File: config.mk
export PLATFORM = sky130hd
export DESIGN_NAME = serial_adder_fsm
export DESIGN_NICKNAME = d
export VERILOG_FILES = /design/src/rtl/serial_adder_fsm.sv
export SDC_FILE = /design/constraint.sdc
export NUM_CORES = 1
export LEC_CHECK = 0
export ABC_AREA = 1
export ABC_CLOCK_PERIOD_IN_PS = 1950
export BUFFER_PORTS_ARGS = -buffer_cell sky130_fd_sc_hd__clkbuf_2
export CAP_MARGIN = 10
export CORE_MARGIN = 10
export CORE_UTILIZATION = 45
export CTS_BUF_LIST = sky130_fd_sc_hd__clkbuf_16
export CTS_CLUSTER_SIZE = 25
export DETAILED_ROUTE_END_ITERATION = 8
export PLACE_DENSITY = 0.66
export SETUP_SLACK_MARGIN = 0.4
export SLEW_MARGIN = 10
export SYNTH_ARGS = -nofsm -noshare
export SYNTH_HDL_FRONTEND = slang
export SYNTH_SLANG_ARGS = --single-unit
File: constraint.sdc
create_clock -name clk -period 1.95 [get_ports clk]
set_clock_uncertainty 0.15 [all_clocks]
set_input_delay 0.39 -clock clk [delete_from_list [all_inputs] [get_ports clk]]
set_output_delay 0.39 -clock clk [all_outputs]
set_load 0.005 [all_outputs]
File: src/rtl/serial_adder_fsm.sv
`default_nettype none
// ============================================================================
// Module      : serial_adder_fsm
// Description : Bit-serial unsigned adder, LSB-first, one full-adder cell and
//               a carry flop, wrapped in a start/busy/done handshake.
// Revision    : 1.0 - initial release
// ============================================================================
module serial_adder_fsm #(
    parameter int WIDTH = 8
) (
    input  logic             clk,
    input  logic             reset,
    input  logic             start,
    input  logic [WIDTH-1:0] input1,
    input  logic [WIDTH-1:0] input2,
    output logic             busy,
    output logic             done,
    output logic [WIDTH-1:0] Sum,
    output logic             Carry
);

    localparam int               c_CNT_W = $clog2(WIDTH);
    localparam logic [c_CNT_W-1:0] c_LAST = c_CNT_W'(WIDTH - 1);

    localparam logic [1:0] c_IDLE = 2'd0;
    localparam logic [1:0] c_ADD  = 2'd1;
    localparam logic [1:0] c_DONE = 2'd2;

    logic [1:0]         r_state;
    logic [1:0]         w_state_next;
    logic               w_load;
    logic [WIDTH-1:0]   r_a;
    logic [WIDTH-1:0]   r_b;
    logic [WIDTH-2:0]   r_sum_sh;
    logic               r_c;
    logic [c_CNT_W-1:0] r_cnt;
    logic               w_s;
    logic               w_c_next;
    logic [WIDTH-1:0]   w_sum_word;

    assign w_s        = r_a[0] ^ r_b[0] ^ r_c;
    assign w_c_next   = (r_a[0] & r_b[0]) | (r_a[0] & r_c) | (r_b[0] & r_c);
    // New bit enters at the top; on the final bit this is the finished word.
    assign w_sum_word = {w_s, r_sum_sh};

    always_comb begin
        w_state_next = r_state;
        w_load       = 1'b0;
        case (r_state)
            c_IDLE: begin
                if (start) begin
                    w_state_next = c_ADD;
                    w_load       = 1'b1;
                end
            end
            c_ADD: begin
                if (r_cnt == c_LAST) begin
                    w_state_next = c_DONE;
                end
            end
            c_DONE: begin
                if (start) begin
                    w_state_next = c_ADD;
                    w_load       = 1'b1;
                end else begin
                    w_state_next = c_IDLE;
                end
            end
            default: w_state_next = c_IDLE;
        endcase
    end

    always_ff @(posedge clk or posedge reset) begin
        if (reset) begin
            r_state  <= c_IDLE;
            busy     <= 1'b0;
            done     <= 1'b0;
            Sum      <= '0;
            Carry    <= 1'b0;
            r_a      <= '0;
            r_b      <= '0;
            r_sum_sh <= '0;
            r_c      <= 1'b0;
            r_cnt    <= '0;
        end else begin
            r_state <= w_state_next;
            busy    <= (w_state_next == c_ADD);
            done    <= (w_state_next == c_DONE);
            if (w_load) begin
                r_a   <= input1;
                r_b   <= input2;
                r_c   <= 1'b0;
                r_cnt <= '0;
            end else if (r_state == c_ADD) begin
                r_a      <= {1'b0, r_a[WIDTH-1:1]};
                r_b      <= {1'b0, r_b[WIDTH-1:1]};
                r_sum_sh <= w_sum_word[WIDTH-1:1];
                r_c      <= w_c_next;
                r_cnt    <= r_cnt + c_CNT_W'(1);
                if (r_cnt == c_LAST) begin
                    Sum   <= w_sum_word;
                    Carry <= w_c_next;
                end
            end
        end
    end

endmodule
`default_nettype wire

==> results.json, run 1 <==
{
  "firstDrtPassIters": 4,
  "final_max_slew_viol_count": 0,
  "grt_usage_pct": 10.35,
  "mostFrequentLayoutCell": "nand2_1",
  "dp_slack_ns": 0.4404,
  "vias": 1386,
  "synth_top_area_share_pct": 54.95,
  "grt_pass1_vias": 1352,
  "portBuffers": 29,
  "power_density_mw_per_mm2": 1609,
  "critPathLaunchType": "flop",
  "final_nets": 272,
  "num_io_pins": 30,
  "stdcell_count": 300,
  "cts_tree": "done",
  "cp_max_fo": 9,
  "utilization_pct": 55.20,
  "core_area_sq_mm": 0.003971,
  "drc": 0,
  "dp_cells": 287,
  "slew_headroom_pct": 66.86,
  "hold_violations": 0,
  "cp.required_ns": 2.01,
  "leakage_uw": 0.001236,
  "wl_um": 3701,
  "worstSkewPairLatency_ns": 0.28,
  "met1Wirelength_um": 1692,
  "rows": 23,
  "post-dp-hpwl_um": 2514,
  "clock.fmax_mhz": 676.3,
  "syn_nets": 232,
  "chipWidth_um": 83.63,
  "finalSetupViolCount": 0,
  "hold_class": "primary input to async pin",
  "setup_slack_ns": 0.4713,
  "top_layer": "met4",
  "r2r_slack_ns": 0.47,
  "viasPerCell": 4.620,
  "syn2layout_area_growth_pct": 20.33,
  "period_share_pct": 75.83,
  "cts_made_buffers": 5,
  "ir_drop_mv": 0.7433,
  "arrival_ns": 1.53,
  "antenna_found_initial": 0,
  "dr_wl_met3_um": 202,
  "syn_inst": 210,
  "tns_ns": 0,
  "drv_cap": 0,
  "tightest_slew_ns": 0.4971,
  "htree_num_levels": 2,
  "wire_per_inst_um": 12.34,
  "rsz0062_at_grt": "yes",
  "start_util_pct": 45.87,
  "clock_path_buffers": 2,
  "r2r_cells": 5,
  "synth_warnings": 0,
  "root_buffer": "clkbuf_16",
  "synth.area.top_cells": "dfrtp_1, nand2_1, inv_1",
  "avgSynthCellArea_sq_um": 8.675,
  "synth_area_leader_cell": "dfrtp_1",
  "yosysUniqueCellTypes": 21,
  "ys_seq_area_share_pct": 54.95,
  "cts.sinks": 40,
  "clk_pin_slew_ns": 0.05,
  "grt_max_degree": 41,
  "grt_overflow": 0,
  "place_congestion": 0.7436,
  "die_area_sq_mm": 0.006993,
  "wl_met2_um": 1735,
  "drive_above_1_share_pct": 25.20,
  "end_kind": "flop",
  "critical_path_class": "flop to flop",
  "netlist_area_sq_mm": 0.001822,
  "fin_crit_ns": 1.479,
  "antenna_left": 0,
  "die_h_um": 83.63,
  "antennaDiodeCount": 0,
  "ys_seq_elements": 40,
  "status": "finished clean",
  "layout_common_cells": "nand2_1, dfrtp_1, inv_1",
  "hold_buffers": 0,
  "grt_pass1_wl_um": 6030,
  "drt_iter0_drc": 63
}
==> metal layers <==
layer | global-route usage [%] | vias to the layer above
met5 | 0 | -
met4 | 5.023 | 0
met3 | 3.711 | 7
met2 | 16.31 | 27
met1 | 12.15 | 636
li1 | - | 716
==> path summary, 6_finish.rpt <==
| path | from | endpoint |
|---|---|---|
| max reg2reg | r_cnt[0] | Sum[4] |
| min reg2reg | r_cnt[0] | r_cnt[0] |
| min in group clk | input1[7] | r_a[7] |
| max | r_cnt[0] | Sum[4] |
| max in group asynchronous | reset | Sum[6] |
| min | reset | r_sum_sh[5] |
==> cells in the mapped netlist <==
cell type  instances
nand2_1           75
dfrtp_1           40
inv_1             33
nand3_1           18
o21ai_0           11
o21ai_2            8
nand2_2            4
nor2_1             4
nand2_4            3
buf_2              2
ha_1               2
a21oi_1            1
buf_4              1
buf_6              1
buf_8              1
clkbuf_2           1
fa_1               1
inv_2              1
inv_4              1
nor2_4             1
or2_2              1
==> cells by family after synthesis <==
group,synth area share [%]
flops,54.95
fa+ha+maj,2.472
buf+inv,10.03
simple gates,25.41
compound gates,7.143
==> metrics by stage <==
step	hold WS [ns]	total power, uW	cell area, sq um
3_5_place_dp	0.3150	2771	2011
4_1_cts	0.08036	3524	2143
3_3_place_gp	0.3094	2718	2011
6_report	0.05305	3528	2192
2_1_floorplan	0.2922	2411	1822
5_1_grt	0.1202	3863	2192
==> where the power goes <==
group | total [uW] | leakage [uW] | internal [uW] | switching [uW]
Clock | 749 | 0.0000648 | 457 | 292
Combinational | 1370 | 0.000667 | 531 | 842
Sequential | 1410 | 0.000504 | 1210 | 198
==> worst max-delay path, stage by stage, from the launching register on <==
cell,delay (ns)
dfrtp_1,0.39
ha_1,0.20
ha_1,0.26
nand2_2,0.23
nand2_1,0.10
o21ai_2,0.06
==> sequential cells by signal, indices dropped and copies added, names as in the netlist <==
signal,cells
done,1
Carry,1
r_c,1
r_b,8
r_sum_sh,7
r_a,8
Sum,8
r_state,2
r_cnt,3
busy,1
==> repair_timing <==
item / 4_1_cts / 5_1_grt
buffers inserted: 0 / 5
setup endpoints to repair: 0 / 15
resized for setup: 0 / 1
endpoints found under the hold margin: 0 / 0
==> final cells by class <==
cell class,instances,area (sq um)
Clock buffer,5,125.1
Clock inverter,2,7.507
Fill cell,381,1779
Inverter,35,133.9
Multi-Input combinational cell,130,649.4
Sequential cell,40,1001
Tap cell,50,62.56
Timing Repair Buffer,38,212.7
(Power assumes the default switching activity.)
==> run 2, diff against run 1 <==
ABC_CLOCK_PERIOD_IN_PS = 1200   (was 1950)
PLACE_DENSITY = 0.69   (was 0.66)
clock period = 1.2 ns   (was 1.95 ns; I/O delays follow)
==> run 2 against run 1 <==
Worst hold slack worse by 0.22 ns. Global-route usage is 1.4 points higher. Non-clock buffer count is 25 higher. Design area is 21% higher. Wire length is 9.3% higher. The flow now finishes with violations (hold timing, setup timing). Sequential power is 67% higher. Critical path type unchanged. Cell count is 8.7% higher. Via count is 8.1% higher. Sequential share of layout area is 7.9 points lower. Critical path depth is 1 higher. Total power is 100% higher. Sequential cell count stayed put.
==> results.json, run 2 (synthesis gave the netlist of run 1 again) <==
{
  "top_layer": "met4",
  "dp_cells": 302,
  "grt_max_degree": 41,
  "stdcell_count": 326,
  "cts_tree": "done",
  "critical_path_class": "flop to flop",
  "core_area_sq_mm": 0.003971,
  "slew_headroom_pct": 85.08,
  "arrival_ns": 1.34,
  "wl_um": 4045,
  "hold_class": "primary input to async pin",
  "holdWs_ns": -0.1677,
  "drive_above_1_share_pct": 52.90,
  "clk_pin_slew_ns": 0.06,
  "htree_num_levels": 2,
  "vias": 1498,
  "die_area_sq_mm": 0.006993,
  "final_nets": 297,
  "mostFrequentLayoutCell": "nand2_1",
  "antenna_left": 0,
  "drt_iter0_drc": 55,
  "syn2layout_area_growth_pct": 45.81,
  "rows": 23,
  "die_h_um": 83.63,
  "met1Wirelength_um": 1715,
  "place_congestion": 0.7184,
  "setup_slack_ns": -0.1202,
  "drc": 0,
  "cts.sinks": 40,
  "status": "finished with violations",
  "period_share_pct": 110.0,
  "portBuffers": 29,
  "cp.required_ns": 1.22,
  "cts_made_buffers": 5,
  "end_kind": "flop",
  "rsz0062_at_grt": "yes",
  "root_buffer": "clkbuf_16",
  "ir_drop_mv": 1.426,
  "drv_cap": 0,
  "wire_per_inst_um": 12.41,
  "clock.fmax_mhz": 757.5,
  "utilization_pct": 66.89,
  "num_io_pins": 30,
  "power_density_mw_per_mm2": 2712,
  "reg_top3": "Sum (8), r_a (8), r_b (8)",
  "firstDrtPassIters": 4,
  "tns_ns": -2.066,
  "worstSkewPairLatency_ns": 0.28,
  "antennaDiodeCount": 0,
  "fin_crit_ns": 1.320,
  "wl_met2_um": 2131,
  "dpl_cell_area_sq_mm": 0.002215,
  "postLayoutCellArea_sq_mm": 0.002656,
  "grt_pass1_wl_um": 6900,
  "grt_overflow": 0,
  "viasPerCell": 4.595,
  "hold_violations": 40,
  "finalSetupViolCount": 33,
  "clock_path_buffers": 2,
  "critPathLaunchType": "flop",
  "violations": "hold timing, setup timing",
  "final_max_slew_viol_count": 0,
  "tightest_slew_ns": 0.2237,
  "fin_total_pwr_uw": 7205,
  "chipWidth_um": 83.63,
  "leakage_uw": 0.001422,
  "layout_common_cells": "nand2_1, dfrtp_1, nand2_2",
  "cp_max_fo": 8,
  "dr_wl_met3_um": 145,
  "start_util_pct": 45.87,
  "antenna_found_initial": 0,
  "grt_pass1_vias": 1515,
  "grt_usage_pct": 11.79,
  "post-dp-hpwl_um": 2592
}
## run 2: cell count changes in the layout (fill, tap and decap cells not counted), moves of 5 or more
cell / before / now
nand2_2: 4 / 34
o21ai_2: 8 / 13
buf_4: 9 / 24
buf_2: 0 / 5
inv_2: 1 / 6
clkbuf_2: 29 / 24
o21ai_0: 11 / 0
buf_6: 0 / 6
nand2_1: 75 / 43
inv_1: 33 / 26
o21ai_1: 0 / 6
## run 2: path summary, 6_finish.rpt
kind	slack, ns	from	cells after the start	endpoint
setup / recovery	-0.12	r_cnt[1]	6	Carry
setup reg to reg	-0.12	r_cnt[1]	6	Carry
min in group clk	0.01	input1[7]	3	r_a[7]
hold / removal	-0.17	reset	3	r_sum_sh[5]
hold reg to reg	0.33	r_b[4]	2	r_b[4]
max in group asynchronous	0.85	reset	3	r_state[0]
## run 2: timing repair
| action | CTS | global route |
|---|---|---|
| setup buffers | 8 | 6 |
| resized for setup | 45 | 29 |
| gates cloned | 2 | 0 |
| hold endpoints to repair | 40 | 40 |
| pin swaps | 17 | 14 |
| endpoints found under the setup margin | 51 | 51 |
## run 2: layout make-up
cell class                 instances  area [sq um]
tap                               50         62.56
fill                             311          1315
multi-input combinational        129         818.3
timing repair buffer              63         473.0
inverter                          35         145.1
sequential                        40          1002
clock buffer                       5         125.1
timing repair inverter             1         11.26
clock inverter                     3         18.77
## run 2: worst max-delay path, cell delays in order (launching register included)
cell,delay [ns]
dfrtp_1,0.37
ha_2,0.20
ha_4,0.17
nand2_8,0.07
buf_12,0.15
nand2_2,0.06
o21ai_2,0.05
## run 2: per-stage QoR
step,hold WS (ns),setup slack [ns]
floorplan,0.06882,-0.07516
CTS,-0.1526,-0.1153
finish,-0.1677,-0.1202
global route,-0.1297,-0.1689
detailed placement,0.1462,-0.1299
global placement,0.1434,-0.07812
## run 2: power by group
part           leakage, uW  internal, uW  switching (uW)
clock            0.0000736           765             525
combinational     0.000845          1720            1830
sequential        0.000503          1970             393
total              0.00142          4460            2750
## run 2: metal layers
metal  vias up  track usage, %
met5         -               0
met4         0           4.566
met3         4           3.125
met2        21           20.28
met1       700           13.53
li1        773               -
==> run 3, diff against run 2 <==
SKIP_LAST_GASP = 1   (was not set)
==> run 3 against run 2 <==
The run still ends with hold timing, setup timing left. Register-to-register slack about the same. Non-clock buffer count unchanged. Count of clock-buffer cells in the layout is the same. Combinational power is 1% lower. Worst setup slack gained 0.0034 ns. Critical path depth is the same. First-iteration DRC count rose by 9.1%. Core utilization decreased by 0.32 points. Global-route usage is 0.080 points lower. Critical path type unchanged. Largest cell class unchanged. Largest power group unchanged. Highest routed layer unchanged.
==> results.json, run 3 (synthesis gave the netlist of run 1 again) <==
{
  "rows": 23,
  "firstDrtPassIters": 4,
  "layout_common_cells": "nand2_1, dfrtp_1, nand2_2, clkbuf_2, inv_1",
  "portBuffers": 29,
  "core_area_sq_mm": 0.003971,
  "finalSetupViolCount": 32,
  "grt_overflow": 0,
  "die_area_sq_mm": 0.006993,
  "leakage_uw": 0.001423,
  "fin_crit_ns": 1.317,
  "antenna_found_initial": 0,
  "clock.fmax_mhz": 759.4,
  "grt_pass1_wl_um": 6865,
  "end_kind": "flop",
  "status": "finished with violations",
  "drt_iter0_drc": 60,
  "grt_max_degree": 41,
  "setup_slack_ns": -0.1168,
  "critical_path_class": "flop to flop",
  "clk_pin_slew_ns": 0.06,
  "rsz0062_at_grt": "yes",
  "clock_path_buffers": 2,
  "path_cells": "ha_2 > ha_4 > nand2_8 > buf_12 > nand2_2 > o21ai_2",
  "dp_cells": 302,
  "chipWidth_um": 83.63,
  "place_congestion": 0.7184,
  "violations": "hold timing, setup timing",
  "wl_um": 3986,
  "final_max_slew_viol_count": 0,
  "grt_pass1_vias": 1501,
  "mostFrequentLayoutCell": "nand2_1",
  "slew_headroom_pct": 85.10,
  "post-dp-hpwl_um": 2592,
  "hold_class": "primary input to async pin",
  "drc": 0,
  "cts.sinks": 40,
  "period_share_pct": 109.7,
  "power_density_mw_per_mm2": 2704,
  "wire_per_inst_um": 12.23,
  "stdcell_count": 326,
  "tns_ns": -2.003,
  "postLayoutCellArea_sq_mm": 0.002644,
  "drv_cap": 0,
  "cp.required_ns": 1.22,
  "die_h_um": 83.63,
  "root_buffer": "clkbuf_16",
  "hold_violations": 40,
  "fin_total_pwr_uw": 7150,
  "r2r_cells": 6,
  "viasPerCell": 4.604,
  "final.fill_count": 311,
  "num_io_pins": 30,
  "start_util_pct": 45.87,
  "critPathLaunchType": "flop",
  "dp_slack_ns": -0.1299,
  "grt_usage_pct": 11.71,
  "cts_tree": "done",
  "ir_drop_mv": 1.423,
  "final_nets": 297,
  "reg_top3": "Sum (8), r_a (8), r_b (8)",
  "antennaDiodeCount": 0,
  "cp_slowest_cell": "dfrtp_1",
  "holdWs_ns": -0.1660,
  "vias": 1501,
  "cp_slowest_stage_delay_ns": 0.37,
  "arrival_ns": 1.34,
  "drive_above_1_share_pct": 50.72,
  "cp_max_fo": 8,
  "worstSkewPairLatency_ns": 0.28,
  "htree_num_levels": 2,
  "cts_made_buffers": 5,
  "tightest_slew_ns": 0.2234,
  "dpl_cell_area_sq_mm": 0.002215,
  "antenna_left": 0,
  "syn2layout_area_growth_pct": 45.12
}
run 3: final timing paths:
kind                       startpoint          end  slack (ns)
max reg2reg                  r_cnt[1]        Carry       -0.12
min                             reset  r_sum_sh[5]       -0.17
max in group asynchronous       reset   r_state[0]        0.85
min reg2reg                    r_b[2]       r_b[2]        0.33
min in group clk            input1[7]       r_a[7]        0.01
max                          r_cnt[1]        Carry       -0.12
run 3: per-layer routing:
metal,track usage (%),part of all wire [%],vias to the layer above
met5,0,0,-
met4,4.566,1.6,0
met3,3.125,3.7,6
met2,19.93,52,26
met1,13.58,43,699
li1,-,-,770
run 3: cell type report:
type | count | area (sq um) | share of cell area (%)
Timing Repair inverter | 1 | 11.26 | 0.4259
Multi-Input combinational cell | 129 | 805.8 | 30.48
Inverter | 35 | 145.1 | 5.490
Clock inverter | 3 | 18.77 | 0.7099
Clock buffer | 5 | 125.1 | 4.733
Sequential cell | 40 | 1002 | 37.91
Timing Repair Buffer | 63 | 473.0 | 17.89
Tap cell | 50 | 62.56 | 2.366
run 3: repair_timing:
action | 4_1_cts | 5_1_grt
buffers inserted | 8 | 6
hold endpoints to repair | 40 | 40
resized for setup | 39 | 24
gates cloned | 2 | 0
endpoints found under the setup margin | 51 | 51
pin swaps | 17 | 15
run 3: critical path, delay by kind of cell, from the launching register on:
family          cells  cell delay (ns)
flops               1             0.37
simple gates        2             0.13
fa+ha+maj           2             0.37
compound gates      1             0.05
buf+inv             1             0.15
run 3: where the power goes:
group / leakage, uW / internal [uW] / total [uW] / switching (uW)
Sequential: 0.000503 / 1970 / 2360 / 388
Clock: 0.0000736 / 765 / 1280 / 518
Combinational: 0.000846 / 1710 / 3510 / 1810
run 3: per-stage QoR:
step,hold slack (ns),utilization [%]
floorplan,0.06882,-
global placement,0.1434,55.77
detailed placement,0.1462,55.77
CTS,-0.1526,63.77
global route,-0.1297,66.57
finish,-0.1660,66.57
